--- config.mk ---
export PLATFORM = sky130hd
export DESIGN_NAME = cpu_control_fsm_flat
export DESIGN_NICKNAME = d
export VERILOG_FILES = /design/src/rtl/cpu_ctrl_pkg.sv /design/src/rtl/cpu_control_fsm_if.sv /design/src/rtl/cpu_ctrl_decode.sv /design/src/rtl/cpu_control_fsm.sv /design/src/flat_wrapper.sv
export SDC_FILE = /design/constraint.sdc
export NUM_CORES = 1
export LEC_CHECK = 0
export BUFFER_PORTS_ARGS = -buffer_cell sky130_fd_sc_hd__clkbuf_2
export CAP_MARGIN = 25
export CORE_AREA = 2 2 39 41
export DETAILED_ROUTE_END_ITERATION = 10
export DIE_AREA = 0 0 41 43
export PLACE_DENSITY_LB_ADDON = 0.12
export SLEW_MARGIN = 20
export SYNTH_ARGS = -nofsm -noshare
export SYNTH_HDL_FRONTEND = slang
export SYNTH_SLANG_ARGS = --single-unit
export TNS_END_PERCENT = 20
--- constraint.sdc ---
create_clock -name clk -period 1.34 [get_ports clk]
set_input_delay 0.268 -clock clk [delete_from_list [all_inputs] [get_ports clk]]
set_output_delay 0.268 -clock clk [all_outputs]
set_load 0.02 [all_outputs]
--- src/rtl/cpu_ctrl_pkg.sv ---
// Shared encodings for the multi-cycle CPU control unit.
// Holds the sequencer state enum, the 16 opcode constants, the ALU operation
// codes and the packed bundle of opcode-static datapath selects.
package cpu_ctrl_pkg;

  typedef enum logic [1:0] {
    FETCH     = 2'd0,
    DECODE    = 2'd1,
    EXECUTE   = 2'd2,
    WRITEBACK = 2'd3
  } state_t;

  localparam logic [3:0] OP_ADD  = 4'h0;
  localparam logic [3:0] OP_SUB  = 4'h1;
  localparam logic [3:0] OP_AND  = 4'h2;
  localparam logic [3:0] OP_OR   = 4'h3;
  localparam logic [3:0] OP_XOR  = 4'h4;
  localparam logic [3:0] OP_NOR  = 4'h5;
  localparam logic [3:0] OP_SLT  = 4'h6;
  localparam logic [3:0] OP_SLL  = 4'h7;
  localparam logic [3:0] OP_ADDI = 4'h8;
  localparam logic [3:0] OP_ORI  = 4'h9;
  localparam logic [3:0] OP_LW   = 4'hA;
  localparam logic [3:0] OP_SW   = 4'hB;
  localparam logic [3:0] OP_BEQ  = 4'hC;
  localparam logic [3:0] OP_BNE  = 4'hD;
  localparam logic [3:0] OP_JR   = 4'hE;
  localparam logic [3:0] OP_JAL  = 4'hF;

  localparam logic [3:0] ALU_ADD = 4'd0;
  localparam logic [3:0] ALU_SUB = 4'd1;
  localparam logic [3:0] ALU_AND = 4'd2;
  localparam logic [3:0] ALU_OR  = 4'd3;
  localparam logic [3:0] ALU_XOR = 4'd4;
  localparam logic [3:0] ALU_NOR = 4'd5;
  localparam logic [3:0] ALU_SLT = 4'd6;
  localparam logic [3:0] ALU_SLL = 4'd7;

  // Selects that depend only on the opcode, held for DECODE..WRITEBACK.
  typedef struct packed {
    logic       M1;
    logic       M3;
    logic       M4;
    logic       M5;
    logic       M6;
    logic       M7;
    logic [3:0] alu;
  } sel_t;

  // Every opcode from ADD through LW writes a result, plus JAL (link).
  function automatic logic writes_rf(input logic [3:0] op);
    return (op <= OP_LW) || (op == OP_JAL);
  endfunction

  function automatic logic is_mem(input logic [3:0] op);
    return (op == OP_LW) || (op == OP_SW);
  endfunction

endpackage

--- src/rtl/cpu_control_fsm_if.sv ---
// Control bundle between the CPU control unit and the datapath.
// master: control unit (takes opcode/Eq, drives state, strobes and selects).
// slave: datapath view of the same signals.
interface cpu_control_fsm_if;
  import cpu_ctrl_pkg::*;

  logic [3:0] opcode;
  logic       Eq;
  state_t     state;
  logic       instruction_flag;
  logic       change_address_flag;
  logic       pc_flag;
  logic       M1;
  logic       M2;
  logic       M3;
  logic       M4;
  logic       M5;
  logic       M6;
  logic       M7;
  logic [3:0] ALU;
  logic       Wr_en;
  logic       Wr_en_rf;

  modport master (
    input  opcode, Eq,
    output state, instruction_flag, change_address_flag, pc_flag,
           M1, M2, M3, M4, M5, M6, M7, ALU, Wr_en, Wr_en_rf
  );

  modport slave (
    output opcode, Eq,
    input  state, instruction_flag, change_address_flag, pc_flag,
           M1, M2, M3, M4, M5, M6, M7, ALU, Wr_en, Wr_en_rf
  );

endinterface

--- src/rtl/cpu_ctrl_decode.sv ---
// Opcode decoder: maps the 4-bit opcode to the static datapath selects and ALU code.
// Ports: opcode in (4), sel out (sel_t). Purely combinational, no state.
// Selects not used by an opcode, and the ALU code of non-ALU opcodes, are 0.
module cpu_ctrl_decode
  import cpu_ctrl_pkg::*;
(
  input  logic [3:0] opcode,
  output sel_t       sel
);

  always_comb begin
    sel = '0;
    case (opcode)
      OP_ADD, OP_SUB, OP_AND, OP_OR, OP_XOR, OP_NOR, OP_SLT, OP_SLL: begin
        sel.M4 = 1'b1;
        sel.M5 = 1'b1;
        sel.M7 = 1'b1;
        case (opcode)
          OP_SUB:  sel.alu = ALU_SUB;
          OP_AND:  sel.alu = ALU_AND;
          OP_OR:   sel.alu = ALU_OR;
          OP_XOR:  sel.alu = ALU_XOR;
          OP_NOR:  sel.alu = ALU_NOR;
          OP_SLT:  sel.alu = ALU_SLT;
          OP_SLL:  sel.alu = ALU_SLL;
          default: sel.alu = ALU_ADD;
        endcase
      end
      OP_ADDI, OP_ORI: begin
        sel.M4  = 1'b1;
        sel.M5  = 1'b1;
        sel.M6  = 1'b1;
        sel.M7  = 1'b1;
        sel.alu = (opcode == OP_ORI) ? ALU_OR : ALU_ADD;
      end
      // LW/SW route Rb to the memory address; LW also picks memory data as result.
      OP_LW, OP_SW: begin
        sel.M4 = 1'b0;
        sel.M7 = 1'b0;
      end
      OP_JR: begin
        sel.M1 = 1'b1;
      end
      OP_JAL: begin
        sel.M1 = 1'b1;
        sel.M3 = 1'b1;
      end
      default: begin
        // BEQ/BNE: only M2, which is resolved against Eq in WRITEBACK.
        sel = '0;
      end
    endcase
  end

endmodule

--- src/rtl/cpu_control_fsm.sv ---
// Multi-cycle CPU control unit: 4-state FETCH/DECODE/EXECUTE/WRITEBACK sequencer.
// Ports: clk, rst (async, active-low), bus (master modport: opcode/Eq in, state,
// strobes, mux selects, ALU code and write enables out, all combinational).
module cpu_control_fsm
  import cpu_ctrl_pkg::*;
(
  input  logic                  clk,
  input  logic                  rst,
  cpu_control_fsm_if.master     bus
);

  state_t cur_state;
  sel_t   sel;

  cpu_ctrl_decode u_decode (
    .opcode (bus.opcode),
    .sel    (sel)
  );

  // Sequencer advances unconditionally; every instruction takes four cycles.
  always_ff @(posedge clk or negedge rst) begin
    if (!rst) begin
      cur_state <= FETCH;
    end else begin
      case (cur_state)
        FETCH:     cur_state <= DECODE;
        DECODE:    cur_state <= EXECUTE;
        EXECUTE:   cur_state <= WRITEBACK;
        default:   cur_state <= FETCH;
      endcase
    end
  end

  // Outputs are gated by rst so that asserting reset clears every strobe in
  // the same cycle, including a SW write already in EXECUTE.
  always_comb begin
    bus.state               = FETCH;
    bus.instruction_flag    = 1'b0;
    bus.change_address_flag = 1'b0;
    bus.pc_flag             = 1'b0;
    bus.M1                  = 1'b0;
    bus.M2                  = 1'b0;
    bus.M3                  = 1'b0;
    bus.M4                  = 1'b0;
    bus.M5                  = 1'b0;
    bus.M6                  = 1'b0;
    bus.M7                  = 1'b0;
    bus.ALU                 = 4'd0;
    bus.Wr_en               = 1'b0;
    bus.Wr_en_rf            = 1'b0;
    if (rst) begin
      bus.state = cur_state;
      // FETCH is opcode-independent: the opcode input is stale until the
      // new instruction is latched at the end of this cycle.
      if (cur_state != FETCH) begin
        bus.M1  = sel.M1;
        bus.M3  = sel.M3;
        bus.M4  = sel.M4;
        bus.M5  = sel.M5;
        bus.M6  = sel.M6;
        bus.M7  = sel.M7;
        bus.ALU = sel.alu;
      end
      case (cur_state)
        FETCH: begin
          bus.instruction_flag = 1'b1;
        end
        DECODE: begin
          bus.change_address_flag = is_mem(bus.opcode);
        end
        EXECUTE: begin
          bus.Wr_en = (bus.opcode == OP_SW);
        end
        default: begin
          bus.pc_flag  = 1'b1;
          bus.Wr_en_rf = writes_rf(bus.opcode);
          bus.M2       = ((bus.opcode == OP_BEQ) &&  bus.Eq) ||
                         ((bus.opcode == OP_BNE) && !bus.Eq);
        end
      endcase
    end
  end

endmodule

--- src/flat_wrapper.sv ---
// flat-port wrapper written by rule: the top's interface ports become plain ports
module cpu_control_fsm_flat import cpu_ctrl_pkg::*;
  (clk, rst, bus_opcode, bus_Eq, bus_state, bus_instruction_flag, bus_change_address_flag, bus_pc_flag, bus_M1, bus_M2, bus_M3, bus_M4, bus_M5, bus_M6, bus_M7, bus_ALU, bus_Wr_en, bus_Wr_en_rf);
  cpu_control_fsm_if bus_i ();
  input  logic clk;
  input  logic rst;
  input wire logic [$bits(bus_i.opcode)-1:0] bus_opcode;
  input wire logic [$bits(bus_i.Eq)-1:0] bus_Eq;
  output wire logic [$bits(bus_i.state)-1:0] bus_state;
  output wire logic [$bits(bus_i.instruction_flag)-1:0] bus_instruction_flag;
  output wire logic [$bits(bus_i.change_address_flag)-1:0] bus_change_address_flag;
  output wire logic [$bits(bus_i.pc_flag)-1:0] bus_pc_flag;
  output wire logic [$bits(bus_i.M1)-1:0] bus_M1;
  output wire logic [$bits(bus_i.M2)-1:0] bus_M2;
  output wire logic [$bits(bus_i.M3)-1:0] bus_M3;
  output wire logic [$bits(bus_i.M4)-1:0] bus_M4;
  output wire logic [$bits(bus_i.M5)-1:0] bus_M5;
  output wire logic [$bits(bus_i.M6)-1:0] bus_M6;
  output wire logic [$bits(bus_i.M7)-1:0] bus_M7;
  output wire logic [$bits(bus_i.ALU)-1:0] bus_ALU;
  output wire logic [$bits(bus_i.Wr_en)-1:0] bus_Wr_en;
  output wire logic [$bits(bus_i.Wr_en_rf)-1:0] bus_Wr_en_rf;
  assign bus_i.opcode = bus_opcode;
  assign bus_i.Eq = bus_Eq;
  assign bus_state = bus_i.state;
  assign bus_instruction_flag = bus_i.instruction_flag;
  assign bus_change_address_flag = bus_i.change_address_flag;
  assign bus_pc_flag = bus_i.pc_flag;
  assign bus_M1 = bus_i.M1;
  assign bus_M2 = bus_i.M2;
  assign bus_M3 = bus_i.M3;
  assign bus_M4 = bus_i.M4;
  assign bus_M5 = bus_i.M5;
  assign bus_M6 = bus_i.M6;
  assign bus_M7 = bus_i.M7;
  assign bus_ALU = bus_i.ALU;
  assign bus_Wr_en = bus_i.Wr_en;
  assign bus_Wr_en_rf = bus_i.Wr_en_rf;
  cpu_control_fsm u_core (.clk(clk), .rst(rst), .bus(bus_i));
endmodule
==> out/qor.txt, run 1 <==
Root Buffer -> clkbuf_4
hold buffer count at CTS -> 0
cts bufs inserted -> 3
Post-CTS Setup Inserts -> 0
Post-synth top cells -> and2_1, buf_4, ha_1, nand2_1
H-tree Lvls -> 1
Post-synth top flop -> dfrtp_1
total die area -> 1760 um^2
final non-filler cell total -> 95
Iter 0 DRT Violations -> 4
DRT antenna net count -> 0
yosys warns -> 0
critical setup path kind -> reg2out
initial antenna violation count -> 0
design area -> 717 um^2
worst skew pair latency -> 0.22 ns
clk buf depth -> 2
Final GP Congestion -> 0.653
maximum number of pins on one net before global-route repair -> 8
top-count cell post-synth -> and2_1
Syn Std Cell Area -> 334 um^2
CTS tree -> yes
Tmin final -> 1.59 ns
n_diodes -> 0
most flop-heavy register -> u_core.cur_state
Synth Area in Adders -> 0.150
DR pass1 iterations -> 2
Largest regs -> u_core.cur_state (2)
Chip Height -> 43 um
IO Port Bufs -> 23
core area -> 1380 um^2
biggest area consumer among synthesized cells -> dfrtp_1
Setup WS post-layout -> -0.249 ns
Vias/cell -> 4.39
Post-synth ARST share -> 1.00
crit start category -> flip-flop
Worst R2R End -> u_core.cur_state[0]
Critical Path RT -> 1.07 ns
top post-synthesis cells by area -> dfrtp_1, ha_1, and2_1
post-route total power -> 0.321 mW
dpl cells -> 92
Max Clk Rate -> 0.629 GHz
post-synth top area share -> 0.150
Yosys reg bits -> 2
final hold slack -> 0.0380 ns
r2r startpoint -> u_core.cur_state[1]
drt wl/cell -> 10.7 um
Synth Area per Inst -> 7.95 um^2
Period Utilization, post-route -> 1.19
first-pass GRT wire length -> 1.62 mm
vias in the first global route -> 386
clk sinks -> 2
num rows -> 14
Die X-Extent -> 41 um
CP arrival -> 1.32 ns
Reg2Reg Setup Slack -> 0.21 ns
Max Cap Viol -> 0
CP max FO -> 5
Yosys cell types -> 21
I/O pin count -> 25
Worst VDD drop -> 0.000436 V
grt total ovfl -> 0
simple-gate area share of the yosys netlist -> 0.442
Critical Path Sink Type -> output pin
Pwr Density -> 448 nW/um^2
worst path cell trace -> inv_2 > ha_4 > nand2b_4 > a211oi_4 > clkbuf_8
total leakage power -> 0.352 nW
WL final -> 1.01 mm
multiplexer area fraction after synthesis -> 0
Worst path max stage delay -> 0.36 ns
Synth Area in Compound Gates -> 0.0974
Clk pin slew, worst setup/hold paths -> 0.03 ns
Starting Density -> 0.241
layout cells sized above 1 -> 0.734
GRT Overall Usage -> 0.135
drc violations -> 0
worst hold path class -> in2async
reg2reg path depth -> 4
post-synthesis xor/xnor area fraction -> 0.0262
Syn Nets -> 53
failing checks -> setup timing
number of enable flip-flop cells after synthesis -> 0
synth-to-layout area growth -> 115%
status -> finished, violations left
max FFs per register -> 2
RSZ-0062 raised after global routing -> yes
Slew Viols, Final -> 0
placed inst area -> 601 um^2
Setup-failing EPs final -> 16
Fin. Hold Viols -> 0
critical path's slowest cell -> dfrtp_1
# nets final -> 92
Seq/Total Area, Yosys -> 0.150
vias post-DR -> 417
Post-Synthesis Cells -> 42
clock skew -> 0.00219 ns
largest family of logic cells by synthesized area -> simple AND/OR/NAND/NOR gates
[worst max-delay path, delay by kind of cell, from the launching register on]
family | cells | cell delay [ns]
flip-flops | 1 | 0.36
buffers and inverters | 2 | 0.24
adder cells (fa/ha/maj) | 1 | 0.17
AND/OR/NAND/NOR | 1 | 0.17
AO/OA/AOI/OAI | 1 | 0.16
[cells by family after synthesis]
logic type	Yosys count
other cells	1
fa+ha+maj	4
buf+inv	7
compound gates	4
xor+xnor	1
simple gates	23
flops	2
[layout make-up]
| class | count | area, um^2 |
|---|---|---|
| fillers | 135 | 667 |
| multi-input cells | 33 | 334 |
| repair buffers | 38 | 279 |
| flip-flops and latches | 2 | 50.0 |
| clock buffers | 3 | 22.5 |
| well taps | 16 | 20.0 |
| inverters | 3 | 11.3 |
[worst max path at each step]
stage                              startpoint                 endpoint  slack (ns)  depth (start not counted)
after global routing      u_core.cur_state[1]  bus_change_address_flag       -0.34                          5
after CTS                 u_core.cur_state[0]                bus_Wr_en       -0.28                          6
after detailed placement  u_core.cur_state[1]               bus_ALU[0]       -0.08                          5
final                     u_core.cur_state[1]               bus_ALU[0]       -0.25                          5
after global placement    u_core.cur_state[1]               bus_ALU[0]       -0.07                          5
after floorplan           u_core.cur_state[1]                   bus_M5       -0.11                          5
[timing repair]
item,in CTS,in global routing
resized for setup,20,22
cloned,0,0
pin swaps,3,0
setup endpoints to repair,16,16
[power breakdown]
part,internal (mW),total (mW),switching (mW)
sequential,0.0609,0.0609,0
combinational,0.0558,0.127,0.0708
clock,0.0988,0.133,0.0346
[stage by stage]
stage               utilization  setup TNS, ns  setup WS (ns)
floorplan                     -         -0.740         -0.107
global placement          0.434         -0.256        -0.0705
detailed placement        0.434         -0.323        -0.0797
CTS                       0.500          -3.53         -0.282
global route              0.518          -3.77         -0.343
finish                    0.518          -2.96         -0.249
[metal layers]
metal  vias up  track usage  wire, um
met5         -            0         0
met4         0       0.0800         0
met3         0            0        52
met2        13        0.222       565
met1       191        0.164       397
li1        213            -         -
[layout by cell type (no fill, tap or decap), drive strengths merged, types with 2 or more instances in the layout]
cell,synthesis,layout
and2,5,5
nor3,3,3
buf,4,29
a21oi,2,2
nand2b,2,2
nand2,4,4
nor3b,2,2
inv,3,3
dfrtp,2,2
ha,4,4
or2,2,2
clkbuf,0,12
Power figures use the tool's default switching activity.
==> inputs of run 2 (changes only) <==
==> constraint.sdc (replaced) <==
create_clock -name clk -period 1.45 [get_ports clk]
set_input_delay 0.29 -clock clk [delete_from_list [all_inputs] [get_ports clk]]
set_output_delay 0.29 -clock clk [all_outputs]
set_load 0.02 [all_outputs]
==> run 2 against run 1 <==
The run still ends with setup timing left. Final area fell by 4.2%. Core utilization down 2.2 points. Global-route usage fell by 0.20 points. Critical path type unchanged.
==> out/qor.txt, run 2 (synthesized netlist as in run 1, its figures left out) <==
status -> finished, violations left
failing checks -> setup timing
max FFs per register -> 2 (unchanged)
GRT Overall Usage -> 0.133 (-0.00201)
Critical Path Sink Type -> output pin
first-pass GRT wire length -> 1.59 mm (-1.7%)
I/O pin count -> 25 (unchanged)
# nets final -> 88 (-4.3%)
vias post-DR -> 411 (-1.4%)
critical path's slowest cell -> dfrtp_1
worst path cell trace -> inv_2 > ha_4 > nand2b_4 > a211oi_4 > clkbuf_8
grt total ovfl -> 0 (unchanged)
n_diodes -> 0 (unchanged)
Max Clk Rate -> 0.610 GHz
Final GP Congestion -> 0.676 (+3.5%)
vias in the first global route -> 399 (+3.4%)
crit start category -> flip-flop
Starting Density -> 0.241 (unchanged)
Die X-Extent -> 41 um (unchanged)
final hold slack -> 0.0652 ns (+0.0272 ns)
CP arrival -> 1.35 ns (+0.03 ns)
Period Utilization, post-route -> 1.13
clock skew -> 0.000410 ns (-0.00178 ns)
post-route total power -> 0.291 mW (-9.3%)
clk buf depth -> 2 (unchanged)
layout cells sized above 1 -> 0.693 (-0.0408)
Vias/cell -> 4.52 (+2.9%)
DRT antenna net count -> 0 (unchanged)
drc violations -> 0 (unchanged)
design area -> 687 um^2 (-4.2%)
setup TNS -> -1.58 ns (+1.38 ns)
Clk pin slew, worst setup/hold paths -> 0.03 ns (about the same)
Worst VDD drop -> 0.000394 V (-9.5%)
cts bufs inserted -> 3 (unchanged)
total leakage power -> 0.333 nW (-5.4%)
Setup WS post-layout -> -0.189 ns (+0.0598 ns)
Root Buffer -> clkbuf_4
Tmin final -> 1.64 ns
Setup-failing EPs final -> 15 (-1)
Pwr Density -> 424 nW/um^2 (-5.3%)
final non-filler cell total -> 91 (-4.2%)
clk sinks -> 2 (unchanged)
DR pass1 iterations -> 4 (+2)
Reg2Reg Setup Slack -> 0.32 ns (+0.11 ns)
H-tree Lvls -> 1 (unchanged)
core area -> 1380 um^2 (unchanged)
total die area -> 1760 um^2 (unchanged)
Slew Viols, Final -> 0 (unchanged)
RSZ-0062 raised after global routing -> yes
IO Port Bufs -> 23 (unchanged)
CTS tree -> yes
critical setup path kind -> reg2out
commonest non-fill, non-tap cell in the layout -> buf_4
most flop-heavy register -> u_core.cur_state
worst hold path class -> in2async
most frequent cells in the layout -> buf_4, clkbuf_2, nand2_1, buf_6
num rows -> 14 (unchanged)
synth-to-layout area growth -> 106%
CP max FO -> 5 (unchanged)
placed inst area -> 563 um^2 (-6.3%)
Critical Path RT -> 1.16 ns (+0.09 ns)
Max Cap Viol -> 0 (unchanged)
Fin. Hold Viols -> 0 (unchanged)
dpl cells -> 87 (-5.4%)
Iter 0 DRT Violations -> 5 (+1)
drt wl/cell -> 10.4 um (-2.5%)
Largest regs -> u_core.cur_state (2)
post-DP HPWL -> 759 um
initial antenna violation count -> 0 (unchanged)
worst skew pair latency -> 0.22 ns (about the same)
Chip Height -> 43 um (unchanged)
Worst path max stage delay -> 0.36 ns (about the same)
WL final -> 947 um (-6.6%)
maximum number of pins on one net before global-route repair -> 8 (unchanged)
[run 2: changes by cell type in the layout (fill, tap and decap cells not counted)]
| cell | change |
|---|---|
| buf_2 | -1 |
| clkbuf_2 | +1 |
| nor3_2 | -1 |
| buf_8 | +1 |
| nor3_1 | +1 |
| ha_2 | -1 |
| buf_4 | -5 |
| ha_1 | +1 |
[run 2: final timing paths]
| check | cells past startpoint | endpoint | start |
|---|---|---|---|
| hold reg to reg | 2 | u_core.cur_state[1] | u_core.cur_state[0] |
| setup / recovery | 5 | bus_ALU[0] | u_core.cur_state[1] |
| max in group asynchronous | 2 | u_core.cur_state[0] | rst |
| hold / removal | 2 | u_core.cur_state[1] | rst |
| min in group clk | 2 | u_core.cur_state[1] | u_core.cur_state[0] |
| setup reg to reg | 4 | u_core.cur_state[0] | u_core.cur_state[1] |
[run 2: cell type report]
cell class / count / area (um^2)
multi-input combinational: 33 / 327
timing repair buffer: 34 / 256
clock buffer: 3 / 22.5
inverter: 3 / 11.3
fill: 139 / 697
sequential: 2 / 50.0
tap: 16 / 20.0
[run 2: per-layer routing]
layer  wire length (um)  global-route usage
met1                354               0.151
met2                524               0.225
met3                 67             0.00524
met4                  0              0.0800
met5                  0                   0
[run 2: power breakdown]
part           leakage, nW  switching, mW  internal, mW
sequential          0.0239              0        0.0562
combinational        0.295         0.0639        0.0475
clock               0.0138         0.0321        0.0913
total                0.333         0.0960         0.195
[run 2: critical path: cells and delay by family (launching register included)]
kind	cells	cell delay (ns)
fa+ha+maj	1	0.17
compound gates	1	0.17
buf+inv	2	0.24
simple gates	1	0.17
flops	1	0.36
[run 2: through the flow]
stage                     setup WS [ns]  utilization
after global placement           0.0141        0.407
after CTS                        -0.202        0.477
final                            -0.189        0.496
after floorplan                 -0.0193            -
after detailed placement       -0.00892        0.407
after global routing             -0.253        0.496
[run 2: what timing repair did]
item                       CTS  global route
gates resized for setup     19            21
setup endpoints to repair   15            16
hold buffers                 0             0
pin swaps                    2             1
setup buffers                1             0
==> inputs of run 3 (changes only) <==
--- a/config.mk
+++ b/config.mk
@@ -7,9 +7,10 @@
 export LEC_CHECK = 0
 export BUFFER_PORTS_ARGS = -buffer_cell sky130_fd_sc_hd__clkbuf_2
 export CAP_MARGIN = 25
-export CORE_AREA = 2 2 39 41
+export CELL_PAD_IN_SITES_DETAIL_PLACEMENT = 0
+export CELL_PAD_IN_SITES_GLOBAL_PLACEMENT = 1
+export CORE_UTILIZATION = 22
 export DETAILED_ROUTE_END_ITERATION = 10
-export DIE_AREA = 0 0 41 43
 export PLACE_DENSITY_LB_ADDON = 0.12
 export SLEW_MARGIN = 20
 export SYNTH_ARGS = -nofsm -noshare
==> run 3 against run 2 <==
The flow still finishes with violations (setup timing). Combinational power barely moved. Worst setup slack got worse by 0.0017 ns. Core utilization fell by 0.52 points. Clock power barely moved. Register-to-register slack got worse by 0.02 ns.
==> out/qor.txt, run 3 (synthesized netlist as in run 1, its figures left out) <==
status -> finished, violations left
failing checks -> setup timing
first-pass GRT wire length -> 1.30 mm (-19%)
worst path cell trace -> buf_4 > buf_4 > ha_1 > nor3b_1 > clkbuf_2
vias post-DR -> 411 (unchanged)
setup TNS -> -1.92 ns (-0.340 ns)
placed inst area -> 562 um^2 (-0.22%)
synth-to-layout area growth -> 98.5%
critical path's slowest cell -> dfrtp_1
met3 usage -> 0.0489 (+0.0437)
Tmin final -> 1.64 ns (+0.00173 ns)
grt total ovfl -> 0 (unchanged)
# nets final -> 88 (unchanged)
Iter 0 DRT Violations -> 9 (+4)
Worst R2R End -> u_core.cur_state[0]
max FFs per register -> 2 (unchanged)
Fin. Hold Viols -> 0 (unchanged)
vias in the first global route -> 302 (-24%)
DRT antenna net count -> 0 (unchanged)
core area -> 1350 um^2 (-2.4%)
crit start category -> flip-flop
Max Clk Rate -> 0.609 GHz (-0.11%)
layout cells sized above 1 -> 0.693 (unchanged)
cts bufs inserted -> 3 (unchanged)
clk buf depth -> 2 (unchanged)
Setup WS post-layout -> -0.191 ns (-0.00173 ns)
GRT Overall Usage -> 0.125 (-0.00711)
Worst VDD drop -> 0.000380 V (-3.8%)
RSZ-0062 raised after global routing -> yes
Root Buffer -> clkbuf_4
num rows -> 13 (-1)
Critical Path RT -> 1.16 ns (about the same)
met2 usage -> 0.188 (-0.0375)
Final GP Congestion -> 0.682 (+0.78%)
n_diodes -> 0 (unchanged)
Clk pin slew, worst setup/hold paths -> 0.03 ns (about the same)
Top Usage Layer GRT -> met2
Die X-Extent -> 41.0 um (about the same)
Worst path max stage delay -> 0.39 ns (+0.03 ns)
WL final -> 969 um (+2.3%)
Starting Density -> 0.247 (+0.00604)
clock skew -> 0.00627 ns (+0.00586 ns)
total die area -> 1680 um^2 (-4.8%)
fill count -> 145 (+4.3%)
post-route total power -> 0.289 mW (-0.60%)
reg2reg path depth -> 4 (unchanged)
Largest regs -> u_core.cur_state (2)
maximum number of pins on one net before global-route repair -> 8 (unchanged)
Critical Path Sink Type -> output pin
post-DP HPWL -> 770 um (+1.4%)
DR pass1 iterations -> 2 (-2)
Vias/cell -> 4.57 (+1.1%)
total leakage power -> 0.328 nW (-1.5%)
Slew Viols, Final -> 0 (unchanged)
worst hold path class -> in2async
Reg2Reg Setup Slack -> 0.30 ns (-0.02 ns)
Worst path most repeated cell -> buf_4
H-tree Lvls -> 1 (unchanged)
Pwr Density -> 436 nW/um^2 (+3.0%)
drc violations -> 0 (unchanged)
design area -> 663 um^2 (-3.5%)
most flop-heavy register -> u_core.cur_state
Chip Height -> 41.0 um (-4.7%)
CTS tree -> yes
CP max FO -> 3 (-2)
r2r startpoint -> u_core.cur_state[0]
critical setup path kind -> reg2out
Worst Setup SP -> u_core.cur_state[0]
drt wl/cell -> 10.8 um (+3.5%)
hold buffer count at CTS -> 0 (unchanged)
Period Utilization, post-route -> 1.13 (+0.00119)
clk sinks -> 2 (unchanged)
met1 Use GR -> 0.149 (-0.00226)
CP arrival -> 1.35 ns (about the same)
Max Cap Viol -> 0 (unchanged)
I/O pin count -> 25 (unchanged)
Setup-failing EPs final -> 16 (+1)
most frequent cells in the layout -> buf_4, clkbuf_2, and2_1, nand2_1
worst skew pair latency -> 0.22 ns (about the same)
IO Port Bufs -> 23 (unchanged)
initial antenna violation count -> 0 (unchanged)
commonest non-fill, non-tap cell in the layout -> buf_4
==> run 3: changes by cell type in the layout (fill, tap and decap cells not counted), moves of 2 or more <==
cell    previous run  this run
nor3_2             1         3
buf_4             17        19
nor3_1             2         0
buf_6              4         2
==> run 3: timing repair <==
action / in CTS / in global routing
setup buffers: 0 / 1
pin swaps: 4 / 0
resized for setup: 16 / 19
setup endpoints to repair: 15 / 15
==> run 3: report_power, final <==
| part | switching, mW | internal, mW |
|---|---|---|
| Sequential | 0 | 0.0562 |
| Clock | 0.0302 | 0.0912 |
| Combinational | 0.0646 | 0.0471 |
==> run 3: worst max-delay path by stage <==
stage               slack (ns)  cells past startpoint                 endpoint
floorplan                -0.02                      5                   bus_M5
global placement         0.006                      5               bus_ALU[0]
detailed placement       -0.01                      5               bus_ALU[0]
CTS                      -0.19                      5                   bus_M2
global route             -0.26                      5               bus_ALU[0]
finish                   -0.19                      5  bus_change_address_flag
==> run 3: layout make-up <==
type / count / area [um^2] / area share
repair buffers: 34 / 239 / 0.360
clock buffers: 3 / 22.5 / 0.0340
inverters: 3 / 11.3 / 0.0170
flip-flops and latches: 2 / 50.0 / 0.0755
well taps: 15 / 18.8 / 0.0283
multi-input cells: 33 / 322 / 0.485
==> run 3: routing by layer <==
layer,vias up,part of all wire,wire length [um]
met5,-,0,0
met4,0,0,0
met3,0,0.053,51
met2,14,0.50,485
met1,190,0.45,432
li1,207,-,-
==> run 3: stage by stage <==
stage          hold slack [ns]  setup WS [ns]  utilization  std cells
2_1_floorplan         -0.00559        -0.0193            -         42
3_3_place_gp             0.295        0.00641        0.416         86
3_5_place_dp             0.294        -0.0142        0.416         86
4_1_cts                 0.0581         -0.188        0.475         89
5_1_grt                 0.0676         -0.258        0.491         90
6_report                0.0629         -0.191        0.491         90
==> run 3: critical path: cells and delay by family, from the launching register on <==
family | cells | cell delay [ns]
buf+inv | 3 | 0.41
flops | 1 | 0.39
fa+ha+maj | 1 | 0.18
simple gates | 1 | 0.13
